**src/rtl/axi_wr_arbiter_2to1_if.sv**
```systemverilog
// ---------------------------------------------------------------------------
// axi_wr_arbiter_2to1_if
//
// Purpose:
//   Bundles one AXI write port (AW, W and B channels) so that the arbiter and
//   its users connect one interface per port instead of ~25 loose wires.
//   The same interface describes the two upstream ports and the downstream
//   port. The downstream port is instantiated with ID_WIDTH one larger,
//   because it carries the extra source bit.
//
// Parameters:
//   DATA_WIDTH  write data width
//   ADDR_WIDTH  address width
//   STRB_WIDTH  write strobe width
//   ID_WIDTH    AWID / WID / BID width on this port
//
// Signals:
//   AW : awid, awaddr, awlen, awsize, awburst, awlock, awqos, awvalid, awready
//   W  : wid, wdata, wstrb, wlast, wvalid, wready
//   B  : bid, bresp, bvalid, bready
//
// Modports:
//   master  side that issues write requests (drives AW/W, accepts B)
//   slave   side that receives write requests (drives AW/W ready, issues B)
// ---------------------------------------------------------------------------
interface axi_wr_arbiter_2to1_if #(
   parameter int DATA_WIDTH = 32,
   parameter int ADDR_WIDTH = 32,
   parameter int STRB_WIDTH = DATA_WIDTH / 8,
   parameter int ID_WIDTH   = 8
);

   // Write address channel
   logic [ID_WIDTH-1:0]   awid;
   logic [ADDR_WIDTH-1:0] awaddr;
   logic [7:0]            awlen;
   logic [2:0]            awsize;
   logic [1:0]            awburst;
   logic                  awlock;
   logic [3:0]            awqos;
   logic                  awvalid;
   logic                  awready;

   // Write data channel
   logic [ID_WIDTH-1:0]   wid;
   logic [DATA_WIDTH-1:0] wdata;
   logic [STRB_WIDTH-1:0] wstrb;
   logic                  wlast;
   logic                  wvalid;
   logic                  wready;

   // Write response channel
   logic [ID_WIDTH-1:0]   bid;
   logic [1:0]            bresp;
   logic                  bvalid;
   logic                  bready;

   modport master (
      output awid, awaddr, awlen, awsize, awburst, awlock, awqos, awvalid,
      input  awready,
      output wid, wdata, wstrb, wlast, wvalid,
      input  wready,
      input  bid, bresp, bvalid,
      output bready
   );

   modport slave (
      input  awid, awaddr, awlen, awsize, awburst, awlock, awqos, awvalid,
      output awready,
      input  wid, wdata, wstrb, wlast, wvalid,
      output wready,
      output bid, bresp, bvalid,
      input  bready
   );

endinterface

```
**src/rtl/axi_wr_arbiter_2to1.sv**
```systemverilog
// ---------------------------------------------------------------------------
// axi_wr_arbiter_2to1
//
// Purpose:
//   Lets two AXI write masters share one downstream write port, for example
//   the slave side of a write-path FIFO.
//   - AW: round-robin arbitration. Once the downstream port has seen
//     awvalid, the grant is locked until the handshake completes, so the
//     payload stays stable.
//   - W : bursts are forwarded in the order their AW was accepted. A small
//     order FIFO holds the source index of every accepted AW whose W burst
//     is not yet complete. Burst ends are detected by wlast only.
//   - B : the source index is the top bit of the downstream ID, so responses
//     route back combinationally, in any order.
//
// Parameters:
//   DATA_WIDTH   write data width
//   ADDR_WIDTH   address width
//   STRB_WIDTH   write strobe width
//   ID_WIDTH     upstream ID width (downstream ID is ID_WIDTH+1)
//   ORDER_DEPTH  order FIFO entries (power of 2, >= 2)
//
// Ports:
//   clk    rising-edge clock for all logic
//   rst_n  synchronous active-low reset
//   s0     upstream port 0 (slave modport, ID_WIDTH wide IDs)
//   s1     upstream port 1 (slave modport, ID_WIDTH wide IDs)
//   m      downstream port (master modport, ID_WIDTH+1 wide IDs, {src, id})
// ---------------------------------------------------------------------------
module axi_wr_arbiter_2to1 #(
   parameter int DATA_WIDTH  = 32,
   parameter int ADDR_WIDTH  = 32,
   parameter int STRB_WIDTH  = DATA_WIDTH / 8,
   parameter int ID_WIDTH    = 8,
   parameter int ORDER_DEPTH = 4
) (
   input  logic                   clk,
   input  logic                   rst_n,
   axi_wr_arbiter_2to1_if.slave   s0,
   axi_wr_arbiter_2to1_if.slave   s1,
   axi_wr_arbiter_2to1_if.master  m
);

   // One extra pointer bit tells a full FIFO apart from an empty one when
   // the index bits are equal.
   localparam int PTR_WIDTH = $clog2(ORDER_DEPTH) + 1;

   typedef enum logic {
      AW_IDLE   = 1'b0,
      AW_LOCKED = 1'b1
   } aw_state_t;

   // AW arbitration state
   aw_state_t             aw_state;
   aw_state_t             aw_state_next;
   logic                  rr_favour_s1;
   logic                  grant_q;
   logic                  aw_grant;
   logic                  aw_active;
   logic                  aw_valid_sel;
   logic                  aw_push;

   // Order FIFO of source indices, in AW acceptance order
   logic                  order_mem [ORDER_DEPTH];
   logic [PTR_WIDTH-1:0]  wr_ptr;
   logic [PTR_WIDTH-1:0]  rd_ptr;
   logic                  fifo_full;
   logic                  fifo_empty;
   logic                  w_head;
   logic                  w_pop;

   // Selected upstream payloads
   logic [ID_WIDTH-1:0]   aw_id_sel;
   logic [ADDR_WIDTH-1:0] aw_addr_sel;
   logic [ID_WIDTH-1:0]   w_id_sel;
   logic [DATA_WIDTH-1:0] w_data_sel;
   logic [STRB_WIDTH-1:0] w_strb_sel;
   logic                  w_last_sel;
   logic                  w_valid_sel;
   logic                  b_sel;

   // FIFO status comes only from the registered pointers. A pop in the
   // same cycle therefore cannot free a slot for a push in that cycle. AW
   // picks up again on the cycle after the pop.
   assign fifo_empty = (wr_ptr == rd_ptr);
   assign fifo_full  = (wr_ptr[PTR_WIDTH-1] != rd_ptr[PTR_WIDTH-1]) &&
                       (wr_ptr[PTR_WIDTH-2:0] == rd_ptr[PTR_WIDTH-2:0]);
   assign w_head     = order_mem[rd_ptr[PTR_WIDTH-2:0]];

   // AW state register, round-robin pointer and held grant. After the
   // downstream port accepts a burst, the pointer favours the other master.
   // The grant is re-captured every cycle. In LOCKED, the combinational
   // grant simply echoes grant_q, so the captured value stays frozen.
   always_ff @(posedge clk) begin
      if (!rst_n) begin
         aw_state     <= AW_IDLE;
         rr_favour_s1 <= 1'b0;
         grant_q      <= 1'b0;
      end else begin
         aw_state <= aw_state_next;
         grant_q  <= aw_grant;
         if (aw_push) begin
            rr_favour_s1 <= !aw_grant;
         end
      end
   end

   // AW arbitration and next-state logic.
   // In IDLE, a request is granted only while the order FIFO has room. When
   // both masters request, the round-robin pointer decides. In LOCKED, the
   // earlier grant holds, even if the other master starts requesting,
   // until the downstream handshake completes.
   always_comb begin
      aw_state_next = aw_state;
      aw_grant      = grant_q;
      aw_active     = 1'b0;
      case (aw_state)
         AW_IDLE: begin
            if (!fifo_full && (s0.awvalid || s1.awvalid)) begin
               aw_active = 1'b1;
               if (s0.awvalid && s1.awvalid) begin
                  aw_grant = rr_favour_s1;
               end else begin
                  aw_grant = s1.awvalid;
               end
            end
         end
         AW_LOCKED: begin
            aw_active = !fifo_full;
         end
         default: begin
            aw_active = 1'b0;
         end
      endcase

      aw_valid_sel = aw_active && (aw_grant ? s1.awvalid : s0.awvalid);
      aw_push      = aw_valid_sel && m.awready;

      case (aw_state)
         AW_IDLE: begin
            if (aw_valid_sel && !m.awready) begin
               aw_state_next = AW_LOCKED;
            end
         end
         AW_LOCKED: begin
            if (aw_push) begin
               aw_state_next = AW_IDLE;
            end
         end
         default: begin
            aw_state_next = AW_IDLE;
         end
      endcase
   end

   // AW payload mux. The downstream ID gets the source index as its top bit.
   // The B channel uses that bit to route the response back.
   assign aw_id_sel   = aw_grant ? s1.awid   : s0.awid;
   assign aw_addr_sel = aw_grant ? s1.awaddr : s0.awaddr;

   assign m.awid    = {aw_grant, aw_id_sel};
   assign m.awaddr  = aw_addr_sel;
   assign m.awlen   = aw_grant ? s1.awlen   : s0.awlen;
   assign m.awsize  = aw_grant ? s1.awsize  : s0.awsize;
   assign m.awburst = aw_grant ? s1.awburst : s0.awburst;
   assign m.awlock  = aw_grant ? s1.awlock  : s0.awlock;
   assign m.awqos   = aw_grant ? s1.awqos   : s0.awqos;
   assign m.awvalid = aw_valid_sel;

   // awready goes only to the granted master, and only while it is actually
   // being presented downstream. The ungranted master never sees awready.
   assign s0.awready = aw_valid_sel && !aw_grant && m.awready;
   assign s1.awready = aw_valid_sel &&  aw_grant && m.awready;

   // Order FIFO pointers. A push and a pop in the same cycle both take
   // effect, so occupancy stays the same. The pointers wrap naturally at
   // PTR_WIDTH bits.
   always_ff @(posedge clk) begin
      if (!rst_n) begin
         wr_ptr <= '0;
         rd_ptr <= '0;
      end else begin
         if (aw_push) begin
            wr_ptr <= wr_ptr + PTR_WIDTH'(1);
         end
         if (w_pop) begin
            rd_ptr <= rd_ptr + PTR_WIDTH'(1);
         end
      end
   end

   // Order FIFO storage. It needs no reset: emptiness is decided by the
   // pointers alone.
   always_ff @(posedge clk) begin
      if (rst_n && aw_push) begin
         order_mem[wr_ptr[PTR_WIDTH-2:0]] <= aw_grant;
      end
   end

   // W routing. The source at the FIFO head owns the W channel until it
   // sends wlast. With an empty FIFO, nothing passes, so W offered before or
   // in the same cycle as its AW waits a cycle.
   assign w_id_sel    = w_head ? s1.wid    : s0.wid;
   assign w_data_sel  = w_head ? s1.wdata  : s0.wdata;
   assign w_strb_sel  = w_head ? s1.wstrb  : s0.wstrb;
   assign w_last_sel  = w_head ? s1.wlast  : s0.wlast;
   assign w_valid_sel = !fifo_empty && (w_head ? s1.wvalid : s0.wvalid);

   assign m.wid    = {w_head, w_id_sel};
   assign m.wdata  = w_data_sel;
   assign m.wstrb  = w_strb_sel;
   assign m.wlast  = w_last_sel;
   assign m.wvalid = w_valid_sel;

   assign s0.wready = !fifo_empty && !w_head && m.wready;
   assign s1.wready = !fifo_empty &&  w_head && m.wready;

   assign w_pop = w_valid_sel && m.wready && w_last_sel;

   // B routing. This path is purely combinational and independent of the
   // AW/W state, so responses may come back in any order.
   assign b_sel = m.bid[ID_WIDTH];

   assign s0.bid    = m.bid[ID_WIDTH-1:0];
   assign s1.bid    = m.bid[ID_WIDTH-1:0];
   assign s0.bresp  = m.bresp;
   assign s1.bresp  = m.bresp;
   assign s0.bvalid = m.bvalid && !b_sel;
   assign s1.bvalid = m.bvalid &&  b_sel;
   assign m.bready  = b_sel ? s1.bready : s0.bready;

endmodule

```
**src/flat_wrapper.sv**
```systemverilog
// flat-port wrapper written by rule: the top's interface ports become plain ports
module axi_wr_arbiter_2to1_flat 
#(
   parameter int DATA_WIDTH  = 32,
   parameter int ADDR_WIDTH  = 32,
   parameter int STRB_WIDTH  = DATA_WIDTH / 8,
   parameter int ID_WIDTH    = 8,
   parameter int ORDER_DEPTH = 4
)
  (clk, rst_n, s0_awid, s0_awaddr, s0_awlen, s0_awsize, s0_awburst, s0_awlock, s0_awqos, s0_awvalid, s0_awready, s0_wid, s0_wdata, s0_wstrb, s0_wlast, s0_wvalid, s0_wready, s0_bid, s0_bresp, s0_bvalid, s0_bready, s1_awid, s1_awaddr, s1_awlen, s1_awsize, s1_awburst, s1_awlock, s1_awqos, s1_awvalid, s1_awready, s1_wid, s1_wdata, s1_wstrb, s1_wlast, s1_wvalid, s1_wready, s1_bid, s1_bresp, s1_bvalid, s1_bready, m_awid, m_awaddr, m_awlen, m_awsize, m_awburst, m_awlock, m_awqos, m_awvalid, m_awready, m_wid, m_wdata, m_wstrb, m_wlast, m_wvalid, m_wready, m_bid, m_bresp, m_bvalid, m_bready);
  axi_wr_arbiter_2to1_if #(.DATA_WIDTH(DATA_WIDTH), .ADDR_WIDTH(ADDR_WIDTH), .STRB_WIDTH(STRB_WIDTH), .ID_WIDTH(ID_WIDTH)) s0_i ();
  axi_wr_arbiter_2to1_if #(.DATA_WIDTH(DATA_WIDTH), .ADDR_WIDTH(ADDR_WIDTH), .STRB_WIDTH(STRB_WIDTH), .ID_WIDTH(ID_WIDTH)) s1_i ();
  axi_wr_arbiter_2to1_if #(.DATA_WIDTH(DATA_WIDTH), .ADDR_WIDTH(ADDR_WIDTH), .STRB_WIDTH(STRB_WIDTH), .ID_WIDTH(ID_WIDTH)) m_i ();
  input  logic clk;
  input  logic rst_n;
  input wire logic [$bits(s0_i.awid)-1:0] s0_awid;
  input wire logic [$bits(s0_i.awaddr)-1:0] s0_awaddr;
  input wire logic [$bits(s0_i.awlen)-1:0] s0_awlen;
  input wire logic [$bits(s0_i.awsize)-1:0] s0_awsize;
  input wire logic [$bits(s0_i.awburst)-1:0] s0_awburst;
  input wire logic [$bits(s0_i.awlock)-1:0] s0_awlock;
  input wire logic [$bits(s0_i.awqos)-1:0] s0_awqos;
  input wire logic [$bits(s0_i.awvalid)-1:0] s0_awvalid;
  output wire logic [$bits(s0_i.awready)-1:0] s0_awready;
  input wire logic [$bits(s0_i.wid)-1:0] s0_wid;
  input wire logic [$bits(s0_i.wdata)-1:0] s0_wdata;
  input wire logic [$bits(s0_i.wstrb)-1:0] s0_wstrb;
  input wire logic [$bits(s0_i.wlast)-1:0] s0_wlast;
  input wire logic [$bits(s0_i.wvalid)-1:0] s0_wvalid;
  output wire logic [$bits(s0_i.wready)-1:0] s0_wready;
  output wire logic [$bits(s0_i.bid)-1:0] s0_bid;
  output wire logic [$bits(s0_i.bresp)-1:0] s0_bresp;
  output wire logic [$bits(s0_i.bvalid)-1:0] s0_bvalid;
  input wire logic [$bits(s0_i.bready)-1:0] s0_bready;
  input wire logic [$bits(s1_i.awid)-1:0] s1_awid;
  input wire logic [$bits(s1_i.awaddr)-1:0] s1_awaddr;
  input wire logic [$bits(s1_i.awlen)-1:0] s1_awlen;
  input wire logic [$bits(s1_i.awsize)-1:0] s1_awsize;
  input wire logic [$bits(s1_i.awburst)-1:0] s1_awburst;
  input wire logic [$bits(s1_i.awlock)-1:0] s1_awlock;
  input wire logic [$bits(s1_i.awqos)-1:0] s1_awqos;
  input wire logic [$bits(s1_i.awvalid)-1:0] s1_awvalid;
  output wire logic [$bits(s1_i.awready)-1:0] s1_awready;
  input wire logic [$bits(s1_i.wid)-1:0] s1_wid;
  input wire logic [$bits(s1_i.wdata)-1:0] s1_wdata;
  input wire logic [$bits(s1_i.wstrb)-1:0] s1_wstrb;
  input wire logic [$bits(s1_i.wlast)-1:0] s1_wlast;
  input wire logic [$bits(s1_i.wvalid)-1:0] s1_wvalid;
  output wire logic [$bits(s1_i.wready)-1:0] s1_wready;
  output wire logic [$bits(s1_i.bid)-1:0] s1_bid;
  output wire logic [$bits(s1_i.bresp)-1:0] s1_bresp;
  output wire logic [$bits(s1_i.bvalid)-1:0] s1_bvalid;
  input wire logic [$bits(s1_i.bready)-1:0] s1_bready;
  output wire logic [$bits(m_i.awid)-1:0] m_awid;
  output wire logic [$bits(m_i.awaddr)-1:0] m_awaddr;
  output wire logic [$bits(m_i.awlen)-1:0] m_awlen;
  output wire logic [$bits(m_i.awsize)-1:0] m_awsize;
  output wire logic [$bits(m_i.awburst)-1:0] m_awburst;
  output wire logic [$bits(m_i.awlock)-1:0] m_awlock;
  output wire logic [$bits(m_i.awqos)-1:0] m_awqos;
  output wire logic [$bits(m_i.awvalid)-1:0] m_awvalid;
  input wire logic [$bits(m_i.awready)-1:0] m_awready;
  output wire logic [$bits(m_i.wid)-1:0] m_wid;
  output wire logic [$bits(m_i.wdata)-1:0] m_wdata;
  output wire logic [$bits(m_i.wstrb)-1:0] m_wstrb;
  output wire logic [$bits(m_i.wlast)-1:0] m_wlast;
  output wire logic [$bits(m_i.wvalid)-1:0] m_wvalid;
  input wire logic [$bits(m_i.wready)-1:0] m_wready;
  input wire logic [$bits(m_i.bid)-1:0] m_bid;
  input wire logic [$bits(m_i.bresp)-1:0] m_bresp;
  input wire logic [$bits(m_i.bvalid)-1:0] m_bvalid;
  output wire logic [$bits(m_i.bready)-1:0] m_bready;
  assign s0_i.awid = s0_awid;
  assign s0_i.awaddr = s0_awaddr;
  assign s0_i.awlen = s0_awlen;
  assign s0_i.awsize = s0_awsize;
  assign s0_i.awburst = s0_awburst;
  assign s0_i.awlock = s0_awlock;
  assign s0_i.awqos = s0_awqos;
  assign s0_i.awvalid = s0_awvalid;
  assign s0_awready = s0_i.awready;
  assign s0_i.wid = s0_wid;
  assign s0_i.wdata = s0_wdata;
  assign s0_i.wstrb = s0_wstrb;
  assign s0_i.wlast = s0_wlast;
  assign s0_i.wvalid = s0_wvalid;
  assign s0_wready = s0_i.wready;
  assign s0_bid = s0_i.bid;
  assign s0_bresp = s0_i.bresp;
  assign s0_bvalid = s0_i.bvalid;
  assign s0_i.bready = s0_bready;
  assign s1_i.awid = s1_awid;
  assign s1_i.awaddr = s1_awaddr;
  assign s1_i.awlen = s1_awlen;
  assign s1_i.awsize = s1_awsize;
  assign s1_i.awburst = s1_awburst;
  assign s1_i.awlock = s1_awlock;
  assign s1_i.awqos = s1_awqos;
  assign s1_i.awvalid = s1_awvalid;
  assign s1_awready = s1_i.awready;
  assign s1_i.wid = s1_wid;
  assign s1_i.wdata = s1_wdata;
  assign s1_i.wstrb = s1_wstrb;
  assign s1_i.wlast = s1_wlast;
  assign s1_i.wvalid = s1_wvalid;
  assign s1_wready = s1_i.wready;
  assign s1_bid = s1_i.bid;
  assign s1_bresp = s1_i.bresp;
  assign s1_bvalid = s1_i.bvalid;
  assign s1_i.bready = s1_bready;
  assign m_awid = m_i.awid;
  assign m_awaddr = m_i.awaddr;
  assign m_awlen = m_i.awlen;
  assign m_awsize = m_i.awsize;
  assign m_awburst = m_i.awburst;
  assign m_awlock = m_i.awlock;
  assign m_awqos = m_i.awqos;
  assign m_awvalid = m_i.awvalid;
  assign m_i.awready = m_awready;
  assign m_wid = m_i.wid;
  assign m_wdata = m_i.wdata;
  assign m_wstrb = m_i.wstrb;
  assign m_wlast = m_i.wlast;
  assign m_wvalid = m_i.wvalid;
  assign m_i.wready = m_wready;
  assign m_i.bid = m_bid;
  assign m_i.bresp = m_bresp;
  assign m_i.bvalid = m_bvalid;
  assign m_bready = m_i.bready;
  axi_wr_arbiter_2to1 #(.DATA_WIDTH(DATA_WIDTH), .ADDR_WIDTH(ADDR_WIDTH), .STRB_WIDTH(STRB_WIDTH), .ID_WIDTH(ID_WIDTH), .ORDER_DEPTH(ORDER_DEPTH)) u_core (.clk(clk), .rst_n(rst_n), .s0(s0_i), .s1(s1_i), .m(m_i));
endmodule
```
**config.mk**
```make
export PLATFORM = sky130hd
export DESIGN_NAME = axi_wr_arbiter_2to1_flat
export DESIGN_NICKNAME = d
export VERILOG_FILES = /design/src/rtl/axi_wr_arbiter_2to1_if.sv /design/src/rtl/axi_wr_arbiter_2to1.sv /design/src/flat_wrapper.sv
export SDC_FILE = /design/constraint.sdc
export NUM_CORES = 1
export LEC_CHECK = 0
export CAP_MARGIN = 30
export CORE_AREA = 5 5 136 138
export DETAILED_ROUTE_END_ITERATION = 8
export DIE_AREA = 0 0 141 143
export PLACE_DENSITY = 0.54
export REMOVE_ABC_BUFFERS = 1
export SETUP_SLACK_MARGIN = 0.3
export SYNTH_ARGS = -nofsm -noshare
export SYNTH_HDL_FRONTEND = slang
export SYNTH_SLANG_ARGS = --single-unit
```
**constraint.sdc**
```tcl
create_clock -name clk -period 2.9 [get_ports clk]
set_input_delay 0.58 -clock clk [delete_from_list [all_inputs] [get_ports clk]]
set_output_delay 0.58 -clock clk [all_outputs]
set_load 0.02 [all_outputs]
```
# == Yosys cells after proc, flatten, opt, wreduce, memory -nomap -nowiden ==
# Memory sizes are Yosys's and may differ from the RTL's. A register that Yosys moved wholly into a read port is not among the register bits.
# Index checks and enable logic that the tools add are counted.
# totals
ff_bits,9
latch_bits,0
mem_bits_rw,4
rom_bits,0
wordCells,61
mem_count,1
# classes
addsub,2
n_mul,0
n_div,0
magnitude_cmp,0
eq_ne,3
shift,0
mux,25
bitwise,1
n_reduce_logical,24
# mem_list
memory,words,word_bits,read_ports,rd_ports_with_merged_regs,wr,line,text
u_core.order_mem,4,1,1,1,1,axi_wr_arbiter_2to1.sv:64,logic order_mem [ORDER_DEPTH];
# ops
op,count
2-to-1 mux 32 bit,2
2-to-1 mux 8 bit,3
logical AND 1 bit,18
2-to-1 mux 1 bit,12
2-to-1 mux 4 bit,2
"adder 3 x 1 -> 3 bit, second input constant",2
2-to-1 mux 2 bit,3
logical NOT 1 bit,5
one-hot mux 1 bit (2 select lines),2
equality test 3 bit,1
2-to-1 mux 3 bit,1
equality test 2 bit,1
logical OR 1 bit,1
!= test 1 bit,1
NOT 1 bit,1

# == Longest topological paths before layout ==
# logic_depth
depth_word,12
depth_mapped,7
mapped_depth_nobuf,5

# == Worst setup path before layout ==
# No wires, ideal clock.
# synth_timing
path_kind,flip-flop to output port
startpoint,register u_core.wr_ptr[1]
endpoint,output m_awaddr[0]
arrival_time_ns,1.866
slack_ns,0.454
path_stages_with_launch,7
cell_sequence,dfxtp_1 > xnor2_1 > and3_1 > buf_2 > o32ai_4 > buf_6 > mux2_2
# synth_via
elab_chain_len,7
# synth_lines
item,line,text
from (decl),axi_wr_arbiter_2to1.sv:65,logic [PTR_WIDTH-1:0] wr_ptr;
from (signal assigned),axi_wr_arbiter_2to1.sv:184,wr_ptr <= wr_ptr + PTR_WIDTH'(1);
equality test 2 bit,axi_wr_arbiter_2to1.sv:87,(wr_ptr[PTR_WIDTH-2:0] == rd_ptr[PTR_WIDTH-2:0]);
logical AND 1 bit,axi_wr_arbiter_2to1.sv:86,assign fifo_full = (wr_ptr[PTR_WIDTH-1] != rd_ptr[PTR_WIDTH-1]) &&
logical NOT 1 bit,axi_wr_arbiter_2to1.sv:119,if (!fifo_full && (s0.awvalid || s1.awvalid)) begin
logical AND 1 bit,axi_wr_arbiter_2to1.sv:119,
2-to-1 mux 1 bit,axi_wr_arbiter_2to1.sv:119,
2-to-1 mux 1 bit,axi_wr_arbiter_2to1.sv:117,case (aw_state)
2-to-1 mux 32 bit,axi_wr_arbiter_2to1.sv:159,assign aw_addr_sel = aw_grant ? s1.awaddr : s0.awaddr;
to (decl),flat_wrapper.sv:55,output wire logic [$bits(m_i.awaddr)-1:0] m_awaddr;
# No other way between the ends.

# == Worst setup path in the final report ==
# layout_timing
startpoint,register u_core.wr_ptr[2]
endpoint,output m_awaddr[16]
# layout_via
elab_chain_len,7
# layout_lines
item,line
!= test 1 bit,axi_wr_arbiter_2to1.sv:86
logical AND 1 bit,axi_wr_arbiter_2to1.sv:86
logical NOT 1 bit,axi_wr_arbiter_2to1.sv:119
logical AND 1 bit,axi_wr_arbiter_2to1.sv:119
2-to-1 mux 1 bit,axi_wr_arbiter_2to1.sv:119
2-to-1 mux 1 bit,axi_wr_arbiter_2to1.sv:117
2-to-1 mux 32 bit,axi_wr_arbiter_2to1.sv:159
# No other way between the ends.

==> out/results.tsv <==
metric	value	unit
Critical Path RT	2320	ps
largest net degree at the start of global routing	30	
residual DRC count	0	
critical path type	register to output port	
layout cells sized above 1	41.5	%
Crit. Startpoint	u_core.wr_ptr[2]	
clk_lat worst skew	250	ps
site row count	48	
Mapped Cells	225	
fin crit share	97.5	%
total gr overflow	0	
die height	143	um
HP Start	u_core.rr_favour_s1	
Inst Count DP	756	
clk sinks	15	
P_leak	2.90	nW
# setup viols final	0	
Ports	359	
CTS HTree Levels	1	
worst slack at placement	-597	ps
Die X	141	um
flops & latches, synth	15	
yosys synthesis warning count	0	
initial antenna violation count	4	
Final HPWL DP	13.5	mm
clock root cell	clkbuf_16	
CTS Hold Buffers Added	0	
clk buf depth	2	
Final Hold Viols	0	
syn_area_per_cell	10.1	um^2
final setup margin	72.7	ps
register area share after synthesis	14.9	%
Detail Route Antenna Nets	0	
first-pass GRT wire length	22.3	mm
Worst setup EP type	output port	
core area	17100	um^2
vias per inst	3.99	
Synth-to-Final Area Change	187	%
CTS tree	done	
Tot GR Track Use	14.8	%
vias in the first global route	3615	
fin util	38.4	%
worst hold-check path type	register to register	
maxcap violations	0	
FILL cells	1666	
hold_ws	612	ps
initial core utilization	13.4	%
Max-slew headroom	64.5	%
gpl congestion	0.863	
worst-path maximum fanout	5	
Buffers on Ports	322	
Netlist Area Pre-Place	2280	um^2
peak supply drop	0.156	mV
synth unique cells	33	
worst slew pin tran	529	ps
WL/cell	20.9	um
worst flop-to-flop path startpoint	u_core.order_mem[0]	
DRT iter0 DRCs	45	
nets	792	
Routed WL	16.5	mm
Die Footprint	20200	um^2
crit path DAT	2250	ps
clock skew	3.08	ps
RSZ-0062 raised after global routing	yes	
critical path launch point type	register	
Vias	3143	
Num CTS Buffers	3	
first-pass iteration count of the detailed router	4	
outcome	completed	
Post-Layout Cell Count	788	
Max Transition Viols Final	0	
Reg clk slew, reported paths	50	ps
power density over the cells	289	nW/um^2
Max Fclk	354	MHz
min Tclk post-route	2830	ps
-- synthesized netlist by cell type (all sizes together) --
library cell  number  area (um^2)
a211oi             1         12.5
a21o               1         7.51
a21oi              3         15.0
a311oi             1         8.76
a31oi              2         12.5
and2               2         15.0
and3               5         31.3
and3b              1         8.76
buf               34          265
clkbuf             2         7.51
conb               1         3.75
dfxtp             11          220
edfxtp             4          120
ha                 5         62.6
inv                7         26.3
mux2             102         1150
mux2i              8         80.1
mux4               1         22.5
nand2              7         26.3
nand2b             3         18.8
nand3              1         5.00
nand4              3         18.8
nor2               6         22.5
nor3               3         15.0
nor4b              1         8.76
o21ai              1         5.00
o31ai              3         22.5
o32ai              1         27.5
xnor2              2         17.5
xor2               3         26.3
-- final timing paths --
| kind | to | slack, ps | depth (start not counted) |
|---|---|---|---|
| min | u_core.rr_favour_s1 | 610 | 2 |
| max | m_awaddr[16] | 70 | 9 |
| min reg2reg | u_core.rr_favour_s1 | 610 | 2 |
| max reg2reg | u_core.rd_ptr[1] | 760 | 5 |
-- cells in the final DEF (no fill, tap or decap), drive strengths merged, types with 6 or more instances in the layout --
cell type and instances:
buf 104, clkdlybuf4s15 6, clkdlybuf4s50 211, dfxtp 11
dlygate4sd2 42, inv 7, mux2 102, mux2i 8
nand2 7, nor2 6
-- logic make-up (layout without fill, tap and decap cells) --
family                     after synthesis  count (layout)  share of synthesized area (%)
buffers and inverters                   43             376                           13.1
DFF                                     15              15                           14.9
other                                    1               6                          0.164
xor gates and xnor gates                 5               5                           1.92
adders and majority gates                5               5                           2.74
AOI/OAI and AO/OA                       13              13                           4.88
muxes                                  111             111                           54.8
and+or+nand+nor                         32              32                           7.46
-- worst max-delay path: stages, from the launching register on --
cell and delay, ps:
dfxtp_4 360, xor2_4 190, and3_4 200, o32ai_4 300, buf_6 150, buf_12 110
buf_12 110, buf_16 120, mux2_4 310, buf_6 130
-- timing repair --
item | in CTS | in global routing
pin swaps | 5 | 4
gates cloned | 6 | 1
gates resized for setup | 410 | 102
setup buffers | 12 | 5
endpoints found under the setup margin | 108 | 88
-- report_power, final --
| group | total, W | internal [W] | switching, W |
|---|---|---|---|
| registers | 0.000231 | 0.000223 | 0.00000799 |
| clock network | 0.000271 | 0.000184 | 0.0000863 |
| logic | 0.00139 | 0.000848 | 0.000542 |
-- metal layers --
layer	routed length (um)	global-route usage (%)
met1	5690	14.6
met5	0	0
met2	8520	28.2
met3	2020	6.63
met4	265	3.47
-- through the flow --
stage	power [W]	area (um^2)	TNS, ps
after detailed placement	0.00138	5700	-28510
after floorplan	0.000707	2010	-29030
after CTS	0.00178	6120	0
after global routing	0.00199	6540	0
after global placement	0.00139	5700	-27560
final	0.00189	6540	0
-- layout make-up --
type / instances / area [um^2] / share of cell area [%]
diodes: 4 / 10.0 / 0.153
multi-input cells: 168 / 1950 / 29.8
clock buffers: 3 / 75.1 / 1.15
repair buffers: 365 / 3850 / 58.8
clock inverters: 1 / 5.00 / 0.0765
inverters: 7 / 26.3 / 0.402
well taps: 225 / 282 / 4.30
flip-flops and latches: 15 / 350 / 5.35
Note: power is estimated with default switching activity, not from simulation.
==> RTL change: new RTL, same flow settings <==
`ID_WIDTH` is set to 8 in 3 places; all go to 12.
--- a/src/rtl/axi_wr_arbiter_2to1_if.sv
+++ b/src/rtl/axi_wr_arbiter_2to1_if.sv
@@ -29,3 +29,3 @@
    parameter int STRB_WIDTH = DATA_WIDTH / 8,
-   parameter int ID_WIDTH   = 8
+   parameter int ID_WIDTH   = 12
 );
--- a/src/rtl/axi_wr_arbiter_2to1.sv
+++ b/src/rtl/axi_wr_arbiter_2to1.sv
@@ -33,3 +33,3 @@
    parameter int STRB_WIDTH  = DATA_WIDTH / 8,
-   parameter int ID_WIDTH    = 8,
+   parameter int ID_WIDTH    = 12,
    parameter int ORDER_DEPTH = 4
--- a/src/flat_wrapper.sv
+++ b/src/flat_wrapper.sv
@@ -6,3 +6,3 @@
    parameter int STRB_WIDTH  = DATA_WIDTH / 8,
-   parameter int ID_WIDTH    = 8,
+   parameter int ID_WIDTH    = 12,
    parameter int ORDER_DEPTH = 4
Interface: changed (9 resized); port bits go from 359 to 395. No check against the original RTL was run, so the function may have changed too.
==> RTL change against the unedited design <==
Sequential cell count unchanged; critical endpoint is now m_awaddr[26]; sequential share of layout area decreased by 0.51 points; sequential power about the same; cell area increased by 11%; wire length increased by 17%; area after synthesis increased by 6.2%; register-to-register slack got worse by 0.06 ns; total power increased by 12%; count of clock-buffer cells in the layout unchanged; utilization increased by 4.1 points; largest power group unchanged; non-clock buffer count increased by 45; worst setup slack got worse by 0.035 ns; highest routed layer is now met5.
==> RTL change: results (changes against the unedited design) <==
status=finished clean (unchanged); multi-input gates=176 (was 168); GP Congestion=0.841 (was 0.863); Hold EP=u_core.rd_ptr[2]$_SDFFE_PN0P_ (was u_core.rr_favour_s1$_SDFFE_PN0P_); initial antenna violation count=2 (was 4); largest net degree at the start of global routing=25 (was 30); worst reg2reg path depth=6 (was 5); multi-input combinational area share=28.4% (was 29.8%); GRT Util Overall=17.7% (was 14.8%); clock-cell share of area=1.11% (was 1.22%); top cells by area, synth=mux2_2, buf_4, dfxtp_1, edfxtp_1, mux2i_1 (was mux2_2, dfxtp_1, buf_4, edfxtp_1, mux2i_1); peak supply drop=159 µV (was 156 µV); DR WL/cell=23.0 µm (was 20.9 µm); antenna cell count=1 (was 4); Seq/Total Area, Yosys=14.0% (was 14.9%); Port Buffer Count=346 (was 322); fraction of layout cells with a size suffix above 1=51.0% (was 41.5%); FILL cells=1621 (was 1666); Arr. time, crit path=2.28 ns (was 2.25 ns); Post-CTS Resized=587 (was 410); M1 GR Usage=16.8% (was 14.6%); Non-clock buffers=410 (was 365); # Post-CTS Setup Buffers=32 (was 12); hpwl dp=15.3 mm (was 13.5 mm); Leakage=3.27 nW (was 2.90 nW); non-clk buf share=61.3% (was 58.8%); clk_skew=0.00381 ns (was 0.00308 ns); first-pass GRT wire length=26.0 mm (was 22.3 mm); largest fanout on the critical path=6 (was 5); met2 global-route usage=32.3% (was 28.2%); initial DRC count=41 (was 45)
## RTL change: stage by stage
stage | setup slack, ns | std cells | TNS (ns) | area [µm²] | hold slack, ns
5_1_grt | -0.0238 | 838 | -0.269 | 7240 | 0.517
3_5_place_dp | -0.456 | 786 | -24.66 | 6030 | 0.472
6_report | 0.0372 | 838 | 0 | 7240 | 0.502
3_3_place_gp | -0.469 | 786 | -25.22 | 6030 | 0.469
2_1_floorplan | -1.65 | 198 | -111.15 | 2090 | 0.454
4_1_cts | 0.0238 | 831 | 0 | 6790 | 0.482
## RTL change: worst max path at each step
stage	startpoint	endpoint	slack (ns)	depth (start not counted)
detailed placement	s1_awvalid	m_awqos[3]	-0.46	8
global placement	s1_awvalid	m_awsize[1]	-0.47	8
floorplan	u_core.wr_ptr[1]$_SDFFE_PN0P_	m_awaddr[0]	-1.65	4
global route	u_core.wr_ptr[2]$_SDFFE_PN0P_	m_awaddr[25]	-0.02	10
finish	u_core.wr_ptr[2]$_SDFFE_PN0P_	m_awaddr[26]	0.04	10
CTS	u_core.rd_ptr[2]$_SDFFE_PN0P_	m_awlen[3]	0.02	8
## RTL change: power by group
part           total (mW)  internal (mW)  leakage (nW)  switching, mW
logic                1.61           1.00          3.10          0.611
clock network       0.266          0.184        0.0409         0.0823
registers           0.231          0.223         0.129        0.00794
## RTL change: logic make-up after synthesis
group                    share of synthesized area, %
other                                           0.155
AND/OR/NAND/NOR                                  7.12
buffers and inverters                            14.8
XOR/XNOR                                         1.81
multiplexers                                     55.3
AO/OA/AOI/OAI                                    4.13
flip-flops                                       14.0
adder cells (fa/ha/maj)                          2.58
## RTL change: metal layers
layer	vias to the layer above	share of wire [%]
li1	1585	-
met1	1554	33
met2	272	51
met3	20	14
met4	5	1.7
met5	-	0.67
